[config.mk]
export PLATFORM = sky130hd
export DESIGN_NAME = fetch_sequencer
export DESIGN_NICKNAME = d
export VERILOG_FILES = /design/src/rtl/fetch_sequencer.sv
export SDC_FILE = /design/constraint.sdc
export NUM_CORES = 1
export LEC_CHECK = 0
export BUFFER_PORTS_ARGS = -buffer_cell sky130_fd_sc_hd__buf_4
export CAP_MARGIN = 20
export CORE_ASPECT_RATIO = 0.6
export CORE_MARGIN = 2
export CORE_UTILIZATION = 41
export CTS_CLUSTER_SIZE = 12
export DETAILED_ROUTE_END_ITERATION = 12
export GPL_ROUTABILITY_DRIVEN = 0
export PLACE_DENSITY = 0.71
export REMOVE_ABC_BUFFERS = 1
export SYNTH_ARGS = -nofsm -noshare
export SYNTH_HDL_FRONTEND = slang
export SYNTH_SLANG_ARGS = --single-unit
[constraint.sdc]
create_clock -name clk -period 5.2 [get_ports clk]
set_input_delay 0.52 -clock clk [delete_from_list [all_inputs] [get_ports clk]]
set_output_delay 0.52 -clock clk [all_outputs]
set_load 0.05 [all_outputs]
[src/rtl/fetch_sequencer.sv]
// rtl/fetch_sequencer.sv - instruction fetch sequencer with valid/ready decoder stage
module fetch_sequencer #(
    parameter int ADDR_W = 4,
    parameter int DEPTH  = 15,
    parameter int DATA_W = 32
) (
    input  logic              clk,
    input  logic              rst,
    input  logic              start,
    output logic [ADDR_W-1:0] imem_addr,
    output logic              imem_read_en,
    input  logic [DATA_W-1:0] imem_instr,
    output logic [DATA_W-1:0] instr_out,
    output logic [ADDR_W-1:0] pc_out,
    output logic              instr_valid,
    input  logic              instr_ready,
    input  logic              redirect_valid,
    input  logic [ADDR_W-1:0] redirect_addr,
    output logic              busy,
    output logic              done,
    output logic [ADDR_W:0]   instr_count
);

    typedef enum logic [1:0] {
        S_IDLE  = 2'd0,
        S_RUN   = 2'd1,
        S_DRAIN = 2'd2
    } state_t;

    localparam logic [ADDR_W-1:0] LAST_ADDR = ADDR_W'(DEPTH - 1);
    localparam logic [ADDR_W:0]   DEPTH_W   = (ADDR_W + 1)'(DEPTH);
    localparam logic [ADDR_W:0]   COUNT_MAX = '1;

    state_t              state_q, state_d;
    logic [ADDR_W-1:0]   pc_q, pc_d;
    logic [DATA_W-1:0]   instr_q, instr_d;
    logic [ADDR_W-1:0]   pc_out_q, pc_out_d;
    logic                valid_q, valid_d;
    logic                done_q, done_d;
    logic [ADDR_W:0]     count_q, count_d;

    logic                handshake;
    logic                fetch;
    logic                word_zero;
    logic                redirect_in_range;

    // The output stage can take a new word when it is empty or being emptied this cycle;
    // a redirect always steals the cycle so the target is fetched one cycle later.
    assign handshake         = valid_q && instr_ready;
    assign fetch             = (state_q == S_RUN) && !redirect_valid && (!valid_q || instr_ready);
    assign word_zero         = (imem_instr == '0);
    assign redirect_in_range = ({1'b0, redirect_addr} < DEPTH_W);

    // Next-state, PC, output-stage and counter update rules.
    always_comb begin
        state_d  = state_q;
        pc_d     = pc_q;
        instr_d  = instr_q;
        pc_out_d = pc_out_q;
        valid_d  = valid_q;
        done_d   = 1'b0;
        count_d  = count_q;

        // Counts every accepted word, including one accepted in the redirect or drain cycle.
        if (handshake && (count_q != COUNT_MAX)) begin
            count_d = count_q + 1'b1;
        end

        case (state_q)
            S_IDLE: begin
                if (start) begin
                    pc_d    = '0;
                    count_d = '0;
                    state_d = S_RUN;
                end
            end

            S_RUN: begin
                if (redirect_valid) begin
                    // Flush the held word; a same-cycle handshake was already counted above.
                    valid_d = 1'b0;
                    if (redirect_in_range) begin
                        pc_d = redirect_addr;
                    end else begin
                        state_d = S_DRAIN;
                    end
                end else if (fetch) begin
                    if (!word_zero) begin
                        instr_d  = imem_instr;
                        pc_out_d = pc_q;
                        valid_d  = 1'b1;
                        // The last address ends the program; holding the PC keeps it in range.
                        if (pc_q == LAST_ADDR) begin
                            state_d = S_DRAIN;
                        end else begin
                            pc_d = pc_q + 1'b1;
                        end
                    end else begin
                        // Terminator word is never presented to the decoder.
                        valid_d = valid_q && !handshake;
                        state_d = S_DRAIN;
                    end
                end else if (handshake) begin
                    valid_d = 1'b0;
                end
            end

            S_DRAIN: begin
                if (!valid_q || instr_ready) begin
                    valid_d = 1'b0;
                    done_d  = 1'b1;
                    state_d = S_IDLE;
                end
            end

            default: begin
                state_d = S_IDLE;
                valid_d = 1'b0;
            end
        endcase
    end

    // State and datapath registers with synchronous reset.
    always_ff @(posedge clk) begin
        if (rst) begin
            state_q  <= S_IDLE;
            pc_q     <= '0;
            instr_q  <= '0;
            pc_out_q <= '0;
            valid_q  <= 1'b0;
            done_q   <= 1'b0;
            count_q  <= '0;
        end else begin
            state_q  <= state_d;
            pc_q     <= pc_d;
            instr_q  <= instr_d;
            pc_out_q <= pc_out_d;
            valid_q  <= valid_d;
            done_q   <= done_d;
            count_q  <= count_d;
        end
    end

    assign imem_addr    = pc_q;
    assign imem_read_en = fetch;
    assign instr_out    = instr_q;
    assign pc_out       = pc_out_q;
    assign instr_valid  = valid_q;
    assign busy         = (state_q != S_IDLE);
    assign done         = done_q;
    assign instr_count  = count_q;

endmodule
==> impl_metrics.tcl <==
set metrics [dict create \
    status "finished, final reports clean" \
    leakagePower_nw 1.47 \
    ctsResizeCount 0 \
    synth-seq-cells 49 \
    holdWs_ns 0.458 \
    total_power_mw 0.787 \
    core-area_um2 5000 \
    ys.flop_type "dfxtp_1" \
    min_path_type "input pin to flip-flop" \
    cts_sinks 49 \
    start_util_pct 41.9 \
    clock.fmax_mhz 431 \
    ant_nets 0 \
    rsz0062_at_grt "no" \
    cp.required_ns 5.37 \
    ys_seq_area_share_pct 46.8 \
    vdd.ir_drop.worst_mv 0.144 \
    grt_remaining_overflow 0 \
    holdPathStages 3 \
    via_per_inst 5.14 \
    fin_area_um2 2870 \
    path_delay_family "simple AND/OR/NAND/NOR gates" \
    detailedRoute.firstPassIterationCount 4 \
    drc 0 \
    synth_edf_count 0 \
    grt_start_max_net_pins 44 \
    grt_antenna_before_repair 0 \
    r2r-end "imem_addr[1]" \
    netlist_instances 218 \
    end_kind "flip-flop" \
    first_iter_violations 77 \
    cp_max_fo 35 \
    worstHoldStart "imem_instr[22]" \
    clkTransAtPathRegs_ns 0.09 \
    num_antenna_cells 0 \
    cp_common_cell "buf_4" \
    die_h_um 59.4 \
    cts_buffers 5 \
    grt_usage_pct 19.2 \
    critPathSlowestCell "buf_4" \
    period_share_pct 44.6 \
    row_count 20 \
    cts_root_buffer "clkbuf_8" \
    crit_buf_inv 2 \
    postPlaceCellArea_um2 2790 \
    drive_gt1_share_pct 33.1 \
    slew_viol_final 0 \
    crit_type "input pin to flip-flop" \
    setup_violations 0 \
    first_global_vias 1833 \
    cts_tree "yes" \
    ios 90 \
    die_width_um 96.3 \
    synth_area_um2 2100 \
    wl_per_cell_um 14.2 \
    worstPathArrival_ns 2.49 \
    relSlewSlack_pct 60.8 \
    design.die.area_um2 5720 \
    yosysWarnings 0 \
    syn_avg_cell_area_um2 9.61 \
    clock_latency_ns 0.30 \
    async_flop_share_pct 0 \
    min_to "instr_out[22]" \
    synth_cell_types 38 \
    ff2ff_path_depth 7 \
    power_density_nw_per_um2 274 \
    hpwl_um 3950 \
    hold_violations 0 \
    clock_path_buffers 2 \
    utilization_pct 57.4 \
    setup_tns_ns 0 \
    cpPeakStageDelay_ns 0.53 \
    postCtsSetupRepairBufs 0 \
    path_cells "buf_4 > nor4_1 > nand4_1 > o21ai_4 > buf_4 > mux2i_1 > nor2_1" \
    h-tree-depth 2 \
    worst_pin_slew_ns 0.582 \
    min_period_ns 2.32 \
    area_growth_pct 37.0 \
    r2r-start "imem_addr[0]" \
    grt_pass1_wl_um 8440 \
    ctsHoldBuffers 0 \
    ff2ff_setup_slack_ns 3.07 \
    design.final.nets 349 \
    vias 1908 \
    cp-start-kind "input pin" \
    cap_violations 0 \
    io_buffers 89 \
    totalWireLength_um 5270 \
    fin_skew_ns 0.00448 \
]
state kept, by name, summed over array words and instances (netlist names):
name / cells
instr_out: 32
instr_count: 5
imem_addr: 4
pc_out: 4
state_q: 2
done: 1
instr_valid: 1
metrics by stage:
step | worst slack [ns] | cells
2_1_floorplan | 1.08 | 207
3_3_place_gp | 2.58 | 363
3_5_place_dp | 2.57 | 363
4_1_cts | 2.87 | 371
5_1_grt | 2.74 | 371
6_report | 2.88 | 371
layout make-up:
class | count | area (um^2)
Clock inverter | 1 | 7.51
Multi-Input combinational cell | 153 | 1030
Timing Repair Buffer | 90 | 676
Clock buffer | 7 | 76.3
Tap cell | 66 | 82.6
Fill cell | 474 | 2130
Sequential cell | 49 | 981
Inverter | 5 | 18.8
kinds of logic (layout without fill, tap and decap cells):
logic type	after synthesis	in the layout	synth area share, %
DFF	49	49	46.8
and+or+nand+nor	86	86	20.1
adders and majority gates	4	4	2.39
xor gates and xnor gates	5	5	2.09
buffers and inverters	16	103	4.66
AOI/OAI and AO/OA	22	22	6.81
muxes	36	36	17.2
synthesized netlist by cell type, types with 4 or more instances:
master     n  area [um^2]
nand2_1    9         33.8
inv_1      5         18.8
o21ai_1    4         20.0
nand4_1    5         31.3
a21oi_1    7         35.0
mux2i_1   36          360
nor4_1     8         50.1
ha_1       4         50.1
dfxtp_1   49          981
clkbuf_1   7         26.3
nor2_1    45          169
worst max-delay path by stage:
stage | startpoint | depth (start not counted) | slack, ns | to
floorplan | imem_instr[1] | 5 | 1.08 | instr_valid
global placement | imem_instr[24] | 7 | 2.58 | instr_out[10]
detailed placement | imem_instr[24] | 7 | 2.57 | instr_out[1]
CTS | imem_instr[24] | 7 | 2.87 | instr_out[1]
global route | imem_instr[24] | 7 | 2.74 | instr_out[1]
finish | imem_instr[31] | 7 | 2.88 | instr_out[1]
power breakdown:
part | internal (mW) | leakage, nW | total [mW] | switching, mW
Combinational | 0.0637 | 1.04 | 0.167 | 0.104
Clock | 0.0954 | 0.0385 | 0.219 | 0.124
Sequential | 0.390 | 0.398 | 0.401 | 0.0110
layout by cell type (no fill, tap or decap), types with 3 or more instances in the layout:
master	synthesis	layout
a21oi_1	7	7
buf_4	1	90
clkbuf_8	0	5
dfxtp_1	49	49
ha_1	4	4
inv_1	5	5
mux2i_1	36	36
nand2_1	9	9
nand3_1	3	3
nand4_1	5	5
nor2_1	45	45
nor4_1	8	8
o21ai_0	3	3
o21ai_1	4	3
or4_1	3	3
xor2_1	3	3
layer usage:
metal / up-vias / routed length, um / GRT usage (%)
met3: 7 / 486 / 7.12
met5: - / 0 / 0
met2: 69 / 2220 / 29.3
met4: 0 / 45 / 5.23
li1: 938 / - / -
met1: 894 / 2520 / 25.8
tightest hold or removal path: cells and delay by family:
family / cells / cell delay, ns
multiplexers: 1 / 0.05
AND/OR/NAND/NOR: 1 / 0.07
buffers and inverters: 1 / 0.08
(Power assumes the default switching activity.)
